### src/rtl/cpu_ctrl_pkg.sv
// Shared control definitions for the multicycle LEGv8-style CPU:
// FSM states, instruction classes, ALU op codes and opcode match patterns.
package cpu_ctrl_pkg;

    typedef enum logic [2:0] {
        S_FETCH,
        S_DECODE,
        S_EXEC,
        S_MEM,
        S_WB,
        S_HALT
    } state_t;

    typedef enum logic [2:0] {
        C_ILLEGAL,
        C_B,
        C_CBZ,
        C_ADDI,
        C_ADDS,
        C_SUBS,
        C_LDUR,
        C_STUR
    } iclass_t;

    localparam logic [2:0] ALU_PASSB = 3'b000;
    localparam logic [2:0] ALU_ADD   = 3'b010;
    localparam logic [2:0] ALU_SUB   = 3'b011;

    localparam logic [5:0]  OP_B    = 6'b000101;
    localparam logic [7:0]  OP_CBZ  = 8'b10110100;
    localparam logic [9:0]  OP_ADDI = 10'b1001000100;
    localparam logic [10:0] OP_ADDS = 11'b10101011000;
    localparam logic [10:0] OP_SUBS = 11'b11101011000;
    localparam logic [10:0] OP_LDUR = 11'b11111000010;
    localparam logic [10:0] OP_STUR = 11'b11111000000;

    function automatic logic is_rtype(iclass_t c);
        return (c == C_ADDS) || (c == C_SUBS);
    endfunction

endpackage

### src/rtl/opcode_decode.sv
// Combinational classification of instruction[31:21] into an instruction
// class; earlier patterns win where the short-prefix formats overlap.
module opcode_decode
    import cpu_ctrl_pkg::*;
(
    input  logic [10:0] i_opcode,
    output iclass_t     o_class
);

    always_comb begin
        o_class = C_ILLEGAL;
        if (i_opcode[10:5] == OP_B)
            o_class = C_B;
        else if (i_opcode[10:3] == OP_CBZ)
            o_class = C_CBZ;
        else if (i_opcode[10:1] == OP_ADDI)
            o_class = C_ADDI;
        else if (i_opcode == OP_ADDS)
            o_class = C_ADDS;
        else if (i_opcode == OP_SUBS)
            o_class = C_SUBS;
        else if (i_opcode == OP_LDUR)
            o_class = C_LDUR;
        else if (i_opcode == OP_STUR)
            o_class = C_STUR;
    end

endmodule

### src/rtl/multicycle_ctrl.sv
// Multicycle CPU control FSM: sequences fetch/decode/execute/memory/
// writeback and counts retired instructions (one per pc_write pulse).
module multicycle_ctrl
    import cpu_ctrl_pkg::*;
(
    input  logic        clk,
    input  logic        reset,
    input  logic [10:0] opcode,
    input  logic        zero,
    input  logic        mem_ready,
    output logic        mem_req,
    output logic        mem_is_instr,
    output logic        mem_write,
    output logic        ir_write,
    output logic        pc_write,
    output logic        reg_write,
    output logic        flag_write,
    output logic        reg2loc,
    output logic        alu_src,
    output logic        mem_to_reg,
    output logic        uncond_br,
    output logic        br_taken,
    output logic [2:0]  alu_op,
    output logic        halted,
    output logic [31:0] retired
);

    state_t      r_state;
    state_t      w_next;
    iclass_t     w_class;
    logic [31:0] r_retired;

    opcode_decode u_dec (
        .i_opcode (opcode),
        .o_class  (w_class)
    );

    always_ff @(posedge clk or posedge reset) begin
        if (reset) begin
            r_state   <= S_FETCH;
            r_retired <= '0;
        end else begin
            r_state <= w_next;
            if (pc_write)
                r_retired <= r_retired + 32'd1;
        end
    end

    assign retired = r_retired;

    always_comb begin
        w_next       = r_state;
        mem_req      = 1'b0;
        mem_is_instr = 1'b0;
        mem_write    = 1'b0;
        ir_write     = 1'b0;
        pc_write     = 1'b0;
        reg_write    = 1'b0;
        flag_write   = 1'b0;
        reg2loc      = 1'b0;
        alu_src      = 1'b0;
        mem_to_reg   = 1'b0;
        uncond_br    = 1'b0;
        br_taken     = 1'b0;
        alu_op       = ALU_PASSB;
        halted       = 1'b0;

        case (r_state)
            S_FETCH: begin
                mem_req      = 1'b1;
                mem_is_instr = 1'b1;
                // no IR load while reset holds the FSM in FETCH
                if (mem_ready && !reset) begin
                    ir_write = 1'b1;
                    w_next   = S_DECODE;
                end
            end
            S_DECODE: begin
                reg2loc = is_rtype(w_class);
                w_next  = (w_class == C_ILLEGAL) ? S_HALT : S_EXEC;
            end
            S_EXEC: begin
                case (w_class)
                    C_B: begin
                        pc_write  = 1'b1;
                        uncond_br = 1'b1;
                        br_taken  = 1'b1;
                        w_next    = S_FETCH;
                    end
                    C_CBZ: begin
                        pc_write = 1'b1;
                        br_taken = zero;
                        w_next   = S_FETCH;
                    end
                    C_ADDI: begin
                        alu_op  = ALU_ADD;
                        alu_src = 1'b1;
                        w_next  = S_WB;
                    end
                    C_ADDS: begin
                        alu_op     = ALU_ADD;
                        flag_write = 1'b1;
                        w_next     = S_WB;
                    end
                    C_SUBS: begin
                        alu_op     = ALU_SUB;
                        flag_write = 1'b1;
                        w_next     = S_WB;
                    end
                    C_LDUR, C_STUR: begin
                        alu_op  = ALU_ADD;
                        alu_src = 1'b1;
                        w_next  = S_MEM;
                    end
                    default: w_next = S_HALT;
                endcase
            end
            S_MEM: begin
                mem_req   = 1'b1;
                mem_write = (w_class == C_STUR);
                if (mem_ready) begin
                    if (w_class == C_STUR) begin
                        pc_write = 1'b1;
                        w_next   = S_FETCH;
                    end else begin
                        w_next = S_WB;
                    end
                end
            end
            S_WB: begin
                reg_write  = 1'b1;
                pc_write   = 1'b1;
                mem_to_reg = (w_class == C_LDUR);
                w_next     = S_FETCH;
            end
            S_HALT: halted = 1'b1;
            default: w_next = S_FETCH;
        endcase
    end

endmodule

### config.mk
export PLATFORM = sky130hd
export DESIGN_NAME = multicycle_ctrl
export DESIGN_NICKNAME = d
export VERILOG_FILES = /design/src/rtl/cpu_ctrl_pkg.sv /design/src/rtl/opcode_decode.sv /design/src/rtl/multicycle_ctrl.sv
export SDC_FILE = /design/constraint.sdc
export NUM_CORES = 1
export LEC_CHECK = 0
export ABC_CLOCK_PERIOD_IN_PS = 5300
export CORE_MARGIN = 1.5
export CORE_UTILIZATION = 50
export CTS_CLUSTER_DIAMETER = 150
export DETAILED_ROUTE_END_ITERATION = 8
export PLACE_DENSITY = 0.88
export SETUP_SLACK_MARGIN = 0.05
export SKIP_LAST_GASP = 1
export SYNTH_ARGS = -nofsm -noshare
export SYNTH_HDL_FRONTEND = slang
export SYNTH_SLANG_ARGS = --single-unit
export TNS_END_PERCENT = 50
### constraint.sdc
create_clock -name clk -period 5.3 [get_ports clk]
set_input_delay 0.795 -clock clk [delete_from_list [all_inputs] [get_ports clk]]
set_output_delay 0.795 -clock clk [all_outputs]
set_load 0.1 [all_outputs]
==> out/results.ini, run 1 <==
[placed_design]
gp_congestion=0.903
port_buffers=61
dp_slack_ns=1.22
post-place-cells=319
placed_area_um2=2660
place_hpwl_um=3300

[worst_setup_path]
crit_top_cell=clkdlybuf4s50_1
endpoint_kind=output pin
slowest_delay_ns=1.14
crit_chain=clkdlybuf4s50_1, nor4b_1, nand3b_1, nor2_1, clkdlybuf4s50_1
cp_slowest_cell=clkdlybuf4s50_1
crit_buf_inv=2
timing.rr.start=r_state[1]$_DFFE_PP0P_
critPathKind=in2out
r2r_setup_slack_ns=2.89
cp.arrival_ns=3.31
worstPathRequired_ns=4.51
reg2regPathDepth=7
reg2reg_to=retired[27]$_DFFE_PP0P_
critPathLaunchType=input pin
critPathMaxFanout=5
crit_family=buffers and inverters

[grt]
grtUsageMet3_pct=4.56
grt_max_degree=36
grtUsageMet1_pct=29.9
grt_pass1_vias=1763
grt_overflow=0
use_met2_pct=40.3
grt_antenna_before_repair=0
grtUsageTotal_pct=23.2
top_usage_layer=met2
grt_pass1_wl_um=7980

[synth]
synth.cell_area_um2=2030
synthesis.nets=232
synth_async_sr_flop_share_pct=100
ys_ff_latch=35
synth-edff-count=0
synth_flop_cell=dfrtp_1
synthDistinctLibCells=46
yosysSeqAreaShare_pct=43.2
yosysTopAreaCell=dfrtp_1
yosysWarningCount=0
synth_top_area_share_pct=43.2
netlist_instances=216
syn_avg_cell_area_um2=9.40
yosys-top-cells-area=dfrtp_1 (43%), xor2_1 (12%), nand2_1 (3.5%), nand3_1 (3.2%), nor2_1 (3.1%)

[timing]
finalCritPeriodShare_pct=77.4
max_slew_margin_pct=32.0
holdWs_ns=0.479
rsz0062_at_grt=no
hold_violations=0
period_needed_ns=4.10
slew_violations=0
timing.setup.tns_ns=0
clock_skew_ns=0.00328
timing.fmax_mhz=244
setup_violations=0
fin_ws_ns=1.20
worstMarginPinSlew_ns=1.02

[pwr]
p_leak_nw=1.28
pwr-share-seq_pct=30.3
clock_power_share_pct=25.1
combPwrFrac_pct=44.6
worst_ir_drop_vdd_uv=495
power.total_mw=1.12
internal_power_uw=598
p_per_area_nw_per_um2=403
power_switching_uw=525
swShare_pct=46.8

[route]
vias=1822
post_drt_wl_per_cell_um=14.2
drt_iter0_markers=124
wirelength_um=4640
drt.antenna.violating_nets=0
drt_first_pass_iters=4
drc=0
vias_per_cell=5.57

[cells_and_area]
synthToLayoutAreaGrowth_pct=37.4
n_antenna_cell=0
final_util_pct=74.0
drive_above_1_share_pct=10.8
fin_area_um2=2790
fillers=286
fin_nets=294
multi_input_area_um2=1090
fin_cells=327
layout.area.seq_um2=876

[floorplanning]
rows=22
die_y_um=66.7
initial_utilization_pct=53.8
die_w_um=66.7
design.die.area_um2=4450
io_pins=63
core_region_area_um2=3770

[clocking]
holdBufCountCts=0
clk_pin_slew_worst_paths_ns=0.07
insertion_delay_ns=0.28
cts_tree=built
cts_setup_buffers=0
cts_resized=0
cts.sinks=35
ctsLongestPathBuffers=2
numCtsBuffers=5
h-tree-depth=2
cts-root-buf=clkbuf_8

[flow_run]
drv_cap=0

[worst_hold_path]
hold_start=retired[31]$_DFFE_PP0P_
min_to=retired[31]$_DFFE_PP0P_
hp-class=reg2reg
min_path_cells=1

[run_status]
status=completed

-- power by group through the flow --
stage	Clock (mW)	Sequential [mW]	Combinational (mW)
after floorplan	0	0.439	0.292
after global placement	0	0.341	0.494
after detailed placement	0	0.343	0.499
after CTS	0.283	0.339	0.502
after global routing	0.296	0.347	0.523
final	0.282	0.340	0.501
-- sequential cells by signal, summed over array words and instances, names as in the netlist --
register  count
retired      32
r_state       3
-- routing by layer --
| metal | vias to the layer above | part of all wire (%) |
|---|---|---|
| li1 | 883 | - |
| met1 | 879 | 45 |
| met2 | 58 | 47 |
| met3 | 2 | 7.0 |
| met4 | 0 | 0.34 |
| met5 | - | 0 |
-- cell type report --
type / instances / area share (%)
inverters: 7 / 0.942
repair buffers: 63 / 21.6
clock buffers: 6 / 2.60
multi-input cells: 166 / 39.1
clock inverters: 2 / 2.15
well taps: 48 / 2.15
flip-flops and latches: 35 / 31.4
-- logic make-up after synthesis --
family | count (synthesis) | share of synthesized area, %
other | 1 | 0.185
flip-flops | 35 | 43.2
XOR/XNOR | 32 | 13.8
AO/OA/AOI/OAI | 21 | 7.58
buffers and inverters | 15 | 3.39
adder cells (fa/ha/maj) | 1 | 0.616
AND/OR/NAND/NOR | 111 | 31.3
-- worst register-to-register path, delay by kind of cell, from the launching register on --
family	cells	cell delay (ns)
XOR/XNOR	1	0.20
buffers and inverters	1	0.25
AO/OA/AOI/OAI	2	0.36
AND/OR/NAND/NOR	3	0.95
flip-flops	1	0.56
-- how the worst max path moves through the flow --
| stage | startpoint | end | slack, ns | cells past startpoint |
|---|---|---|---|---|
| 2_1_floorplan | opcode[5] | mem_write | -0.05 | 3 |
| 3_3_place_gp | opcode[8] | uncond_br | 1.23 | 5 |
| 3_5_place_dp | opcode[6] | uncond_br | 1.22 | 5 |
| 4_1_cts | opcode[8] | uncond_br | 1.20 | 5 |
| 5_1_grt | opcode[8] | uncond_br | 0.95 | 5 |
| 6_report | opcode[8] | uncond_br | 1.20 | 5 |
-- cells in the mapped netlist, types with 2 or more instances --
| cell | number |
|---|---|
| a21oi_1 | 8 |
| and2_1 | 3 |
| and3_1 | 6 |
| and4_1 | 2 |
| clkbuf_1 | 4 |
| dfrtp_1 | 35 |
| inv_1 | 6 |
| nand2_1 | 19 |
| nand2b_1 | 3 |
| nand3_1 | 13 |
| nand3b_1 | 2 |
| nand4_1 | 7 |
| nand4b_1 | 2 |
| nor2_1 | 17 |
| nor2b_1 | 3 |
| nor3_1 | 7 |
| nor3b_1 | 2 |
| nor4_1 | 8 |
| nor4_2 | 2 |
| nor4b_1 | 5 |
| o21a_1 | 2 |
| o21ai_0 | 3 |
| or2_2 | 4 |
| xnor2_1 | 5 |
| xor2_1 | 27 |
-- cells in the final DEF, fill, tap and decap left out, types with 2 or more instances in the layout --
| cell | count |
|---|---|
| or2_2 | 4 |
| xnor2_1 | 5 |
| and3_1 | 6 |
| xor2_1 | 27 |
| nor4b_1 | 5 |
| clkdlybuf4s50_1 | 52 |
| and2_1 | 3 |
| bufinv_16 | 2 |
| clkbuf_8 | 5 |
| nand4_1 | 7 |
| a21oi_1 | 8 |
| o21a_1 | 2 |
| nor4_2 | 3 |
| nand2_1 | 19 |
| dfrtp_1 | 35 |
| nor3b_1 | 2 |
| buf_4 | 11 |
| nand3b_1 | 2 |
| and4_1 | 2 |
| inv_1 | 6 |
| o21ai_0 | 3 |
| nor2_1 | 17 |
| nand3_1 | 13 |
| nor3_1 | 7 |
| nand2b_1 | 3 |
| nand4b_1 | 2 |
| nor4_1 | 7 |
| nor2b_1 | 3 |
No activity file was read; power rests on OpenSTA's default activity.
==> inputs of run 2 (changes only) <==
Settings changed: ABC_CLOCK_PERIOD_IN_PS 5300 to 3600, CORE_UTILIZATION 50 to 42, PLACE_DENSITY 0.88 to 0.79.
Clock period 5.3 ns to 3.6 ns, I/O delays scaled along.
==> out/results.ini, run 2 (synthesized netlist as in run 1, its figures left out) <==
[worst_setup_path]
critPathMaxFanout=5
crit_family=simple AND/OR/NAND/NOR gates
worstPathRequired_ns=3.06
cp_slowest_cell=or4b_1
reg2reg_to=retired[27]$_DFFE_PP0P_
crit_chain=clkdlybuf4s50_1, nor4b_2, or4b_1, and2_1, nor2_1, nand2_1, a21oi_1, buf_12
critPathLaunchType=input pin
crit_buf_inv=2
critPathKind=in2out
timing.rr.start=r_state[1]$_DFFE_PP0P_
r2r_setup_slack_ns=1.25
slowest_delay_ns=0.53
reg2regPathDepth=7
endpoint_kind=output pin
cp.arrival_ns=2.75

[clocking]
insertion_delay_ns=0.29
holdBufCountCts=0
clk_pin_slew_worst_paths_ns=0.07
ctsLongestPathBuffers=2
cts_resized=0
cts_tree=built
cts.sinks=35
numCtsBuffers=5
cts-root-buf=clkbuf_8
h-tree-depth=2
cts_setup_buffers=0

[route]
vias_per_cell=5.40
wirelength_um=4730
drt_iter0_markers=66
vias=1809
drc=0
drt.antenna.violating_nets=0
drt_first_pass_iters=4
post_drt_wl_per_cell_um=14.1

[grt]
grt_antenna_before_repair=0
grt_pass1_wl_um=7920
grt_max_degree=36
grtUsageTotal_pct=19.2
grt_overflow=0
grt_pass1_vias=1686

[timing]
max_slew_margin_pct=32.9
period_needed_ns=3.29
setup_violations=0
finalCritPeriodShare_pct=91.4
worstMarginPinSlew_ns=1.00
hold_violations=0
rsz0062_at_grt=no
fin_ws_ns=0.308
clock_skew_ns=0.00329
timing.fmax_mhz=304
slew_violations=0

[placed_design]
post-place-cells=327
dp_slack_ns=0.278
gp_congestion=0.814
port_buffers=61
place_hpwl_um=3430

[pwr]
p_leak_nw=1.33
p_per_area_nw_per_um2=551
worst_ir_drop_vdd_uv=663

[floorplanning]
die_y_um=72.5
design.die.area_um2=5260
initial_utilization_pct=43.3
io_pins=63
core_region_area_um2=4690
rows=25
die_w_um=72.5

[worst_hold_path]
hp-class=reg2reg
hold_start=retired[31]$_DFFE_PP0P_
min_path_cells=1
min_to=retired[31]$_DFFE_PP0P_

[cells_and_area]
synthToLayoutAreaGrowth_pct=44.1
fillers=410
final_common_cell=clkdlybuf4s50_1
n_antenna_cell=0
drive_above_1_share_pct=15.7
final_util_pct=62.3
fin_nets=296
fin_cells=335
layout_common_cells=clkdlybuf4s50_1 (46), dfrtp_1 (35), xor2_1 (27), nand2_1 (19), nor2_1 (17)
largest_reg_flops=32

[run_status]
status=completed

[flow_run]
drv_cap=0

## run 2: metrics by stage
step	hold slack, ns	area [um^2]	setup TNS (ns)	total power [mW]
5_1_grt	0.487	2930	0	1.68
4_1_cts	0.471	2920	0	1.63
6_report	0.471	2930	0	1.61
3_3_place_gp	0.456	2800	0	1.25
2_1_floorplan	0.665	2060	-0.505	1.08
3_5_place_dp	0.458	2800	0	1.25
## run 2: per-layer routing
metal	track usage, %	vias to the layer above	wire (um)
met2	29.6	60	2200
met3	5.56	6	346
met5	0	-	0
met4	5.03	0	47
li1	-	886	-
met1	26.5	857	2140
## run 2: worst max-delay path by stage
stage | from | endpoint | slack [ns] | cells past startpoint
floorplan | opcode[5] | alu_op[0] | -0.27 | 6
global placement | opcode[5] | alu_op[0] | 0.33 | 8
detailed placement | opcode[5] | alu_op[0] | 0.28 | 8
CTS | opcode[5] | alu_op[0] | 0.27 | 8
global route | opcode[5] | alu_op[0] | 0.16 | 8
finish | opcode[5] | alu_op[0] | 0.31 | 8
## run 2: worst register-to-register path, stage by stage, from the launching register on
cell	delay, ns
dfrtp_1	0.58
nor2b_1	0.31
nand2_1	0.19
a21oi_1	0.26
a221oi_4	0.11
buf_4	0.25
nor4b_1	0.40
xor2_1	0.18
## run 2: cell type report
| class | count | area, um^2 | area share [%] |
|---|---|---|---|
| Multi-Input combinational cell | 166 | 1120 | 38.4 |
| Sequential cell | 35 | 876 | 29.9 |
| Timing Repair Buffer | 65 | 716 | 24.5 |
| Clock buffer | 6 | 82.6 | 2.82 |
| Tap cell | 54 | 67.6 | 2.31 |
| Clock inverter | 2 | 35.0 | 1.20 |
| Inverter | 7 | 26.3 | 0.898 |
## run 2: report_power, final
| group | switching [mW] | leakage, nW | internal, mW |
|---|---|---|---|
| Combinational | 0.571 | 0.792 | 0.179 |
| Clock | 0.138 | 0.0612 | 0.224 |
| Sequential | 0.0696 | 0.477 | 0.430 |
| Total | 0.778 | 1.33 | 0.833 |
==> patch 1 (config.mk and constraints of run 1) <==
Make the reset (`reset`) synchronous in one clocked block.
--- a/src/rtl/multicycle_ctrl.sv
+++ b/src/rtl/multicycle_ctrl.sv
@@ -35,7 +35,7 @@
         .o_class  (w_class)
     );
 
-    always_ff @(posedge clk or posedge reset) begin
+    always_ff @(posedge clk) begin
         if (reset) begin
             r_state   <= S_FETCH;
             r_retired <= '0;
Behaviour: differs if reset is asserted again (counterexample within 4 cycles, from zero or initial values and one cycle with reset high); with reset held inactive, the same outputs for 10 cycles.
==> patch 1 against run 1 <==
Routed wire length rose by 7.7%. Sequential cell count stayed put. Cell count grew 13%. Non-clock buffer count fell by 1. Critical endpoint is now mem_to_reg. Critical path depth increased by 1. Maximum frequency fell by 5.7%. Synthesized cell count grew 23%. Count of clock-buffer cells in the layout is 1 higher. Cell area shrank 1.9%. Core utilization is 5.6 points lower. Area after synthesis is 2.6% higher. Worst setup slack worse by 250 ps.
Power is not compared: it rests on default switching activity, and its combinational part moved more than twofold at a synthesized area within 25%.
==> patch 1: results (changes against run 1) <==
Critical path
  • Worst reg-to-reg setup slack: 2170 ps (-720 ps)
  • Critical R2R Launch: retired[3]$_SDFFE_PP0P_
  • Reg-to-Reg End: retired[31]$_SDFFE_PP0P_
  • Setup crit end: mem_to_reg
  • Crit-path slowest cell: clkdlybuf4s50_1
  • WP data arrival: 3560 ps (+250 ps)
  • Max stage delay on crit path: 960 ps (-180 ps)
  • Worst-path fanout max: 6 (+1)

Detailed routing
  • Drt first-iter violations: 175 (+41%)
  • Vias: 2159 (+18%)

Logic synthesis
  • Synth area leaders: dfxtp_1 (34%), a21oi_1 (7.9%), or4_1 (5.4%)
  • Post-Syn Instances: 266 (+23%)
  • Post-synth top flop: dfxtp_1
  • Ys async rst share: 0% (-100 points)
  • Synth top cells by count: dfxtp_1 (35), a21oi_1 (33), nand2_1 (21)
  • Seq/Total Area, Yosys: 33.65% (-9.5 points)
  • Cell variety after synth: 47 (+2.2%)
  • Syn Nets: 282 (+22%)

Global routing
  • Number of global-route vias before repair: 1916 (+8.7%)
  • Largest net degree at the start of global routing: 37 (+2.8%)
  • GRT Resource Usage Total: 23.70% (+0.49 points)

Cells and area
  • Share of cells above drive strength 1: 7.524% (-3.2 points)
  • Clock buf count: 7 (+1)
  • Area grow syn2layout: 31.37%
  • Non-clock buffer share: 21.96% (+0.33 points)
  • Fillcell total: 362 (+27%)
  • Nonclk buf count: 62 (-1.6%)
  • Non-filler instance count after layout: 369 (+13%)
  • Fraction of area in multi-input gates: 46.20% (+7.1 points)
  • Multi-input gates: 207 (+25%)

Timing
  • Slew @ Worst Pin: 993.6 ps (-23.92 ps)
  • Hold slack: 500.6 ps (+22.01 ps)
  • Skew final: 3.053 ps (-0.2302 ps)

Run status
  • Status: complete, no violations

Worst hold path
  • WHS Path Cells: 2 (+1)
  • Hold Crit Start: retired[13]$_SDFFE_PP0P_
  • Hold endpoint: retired[13]$_SDFFE_PP0P_

Placed design
  • Pre-CTS setup slack: 956.0 ps (-260.7 ps)
  • Placed insts: 361 (+13%)
  • HPWL after DPL: 3.570 mm (+8.3%)
  • Final Wtd Congestion: 0.8526 (-5.6%)

Floorplanning
  • Tap Cells: 50 (+4.2%)

Power and ir drop
  • Total chip power: 0.5527 mW
## patch 1: changes by cell type after synthesis, moves of 14 or more
cell	change
a21oi_1	+25
dfxtp_1	+35
o21ai_0	+14
o31ai_1	+14
dfrtp_1	-35
xor2_1	-24
or3_1	+16
or4_1	+14
## patch 1: tightest hold or removal path: stages, from the launching register on
cell	delay, ps
dfxtp_1	330
o31ai_1	70
a21oi_1	50
## patch 1: cell families after synthesis
logic type / share of synthesized area [%]
flops: 33.65
simple gates: 34.01
compound gates: 22.90
mux: 0.9616
other cells: 0.1801
buf+inv: 5.649
xor+xnor: 2.044
fa+ha+maj: 0.6009
## patch 1: per-layer routing
| layer | vias up | global-route usage (%) | wire [microns] |
|---|---|---|---|
| li1 | 1091 | - | - |
| met1 | 1001 | 29.62 | 2243 |
| met2 | 62 | 40.81 | 2413 |
| met3 | 5 | 4.500 | 287 |
| met4 | 0 | 7.653 | 53 |
| met5 | - | 0 | 0 |
==> patch 2 (settings of run 1) <==
Made on the original files. The 6 states of `state_t` get a one-hot encoding in 6 bits.
--- a/src/rtl/cpu_ctrl_pkg.sv
+++ b/src/rtl/cpu_ctrl_pkg.sv
@@ -2,13 +2,13 @@
 // FSM states, instruction classes, ALU op codes and opcode match patterns.
 package cpu_ctrl_pkg;
 
-    typedef enum logic [2:0] {
-        S_FETCH,
-        S_DECODE,
-        S_EXEC,
-        S_MEM,
-        S_WB,
-        S_HALT
+    typedef enum logic [5:0] {
+        S_FETCH  = 6'b000001,
+        S_DECODE = 6'b000010,
+        S_EXEC   = 6'b000100,
+        S_MEM    = 6'b001000,
+        S_WB     = 6'b010000,
+        S_HALT   = 6'b100000
     } state_t;
 
     typedef enum logic [2:0] {
Function: same outputs for any inputs over 10 cycles, from zero or initial values and one cycle with reset high; not proved beyond that.
==> patch 2 against run 1 <==
Cell area increased by 3.8%. Worst setup slack got worse by 220 ps. Die area is 5.3% higher. Sequential cell count is 3 higher. Routed wire length up 12%. Count of clock-buffer cells in the layout unchanged. Area after synthesis is 5.6% higher. Critical path type unchanged. Highest routed layer unchanged.
Power is not compared: it rests on default switching activity, and its combinational part moved more than twofold at a synthesized area within 25%.
==> patch 2: results (changes against run 1) <==
Logic synthesis
  • Syn Nets: 226 (-2.6%)
  • Cell variety after synth: 48 (+4.3%)
  • Seq/Total Area, Yosys: 44.42% (+1.3 points)
  • Compound-cell area share of the yosys netlist: 8.114% (+0.53 points)
  • XOR/XNOR share of the synthesized area: 13.08% (-0.73 points)
  • Adder-Cell Fraction of Synth Area: 0.5838% (-0.033 points)

Global routing
  • GR Util met3: 5.757% (+1.2 points)
  • First-pass GRT wire length: 8.424 mm (+5.5%)
  • Number of global-route vias before repair: 1757 (-0.34%)
  • GRT Resource Usage Total: 24.39% (+1.2 points)

Detailed routing
  • Total wire length: 5.175 mm (+12%)
  • Met3 WL: 377 microns (+15%)
  • Drt first-iter violations: 188 (+52%)

Critical path
  • Worst r2r path cells: 5 (-2)
  • CP delay by family, top: simple AND/OR/NAND/NOR gates
  • Critical R2R Launch: r_state[5]$_DFFE_PP0P_
  • Crit-path slowest cell: o31ai_4
  • Max stage delay on crit path: 720 ps (-420 ps)

Cells and area
  • Share of cells above drive strength 1: 13.09% (+2.3 points)
  • Non-filler instance count after layout: 325 (-0.61%)

Run status
  • Status: complete, no violations

Placed design
  • Placed insts: 318 (-0.31%)
  • Area after DPL: 0.002783 sq mm (+4.8%)
  • Pre-CTS setup slack: 1017 ps (-199.6 ps)

CTS
  • Clk sinks: 38 (+8.6%)

Timing
  • Tcrit/Tclk final: 81.64% (+4.2 points)
[patch 2: cell types whose count changed after synthesis, moves of 4 or more]
| cell | before | now |
|---|---|---|
| a21oi_1 | 8 | 3 |
| nor4b_1 | 5 | 0 |
| or2_2 | 4 | 0 |
| clkbuf_1 | 4 | 0 |
| xnor2_1 | 5 | 29 |
| nor2_1 | 17 | 11 |
| nand3_1 | 13 | 20 |
| nand4_1 | 7 | 12 |
| xor2_1 | 27 | 3 |
[patch 2: worst register-to-register path, stage by stage, from the launching register on]
cell	delay [ps]
dfrtp_1	410
nor4_2	590
nand3_1	440
o31ai_4	880
nand4_1	240
xnor2_1	190
[patch 2: layout make-up]
| class | instances | share of cell area (%) |
|---|---|---|
| clock inverter | 1 | 1.037 |
| tap | 50 | 2.161 |
| timing repair buffer | 62 | 20.66 |
| clock buffer | 6 | 2.852 |
| sequential | 38 | 32.89 |
| multi-input combinational | 160 | 39.37 |
| inverter | 8 | 1.037 |
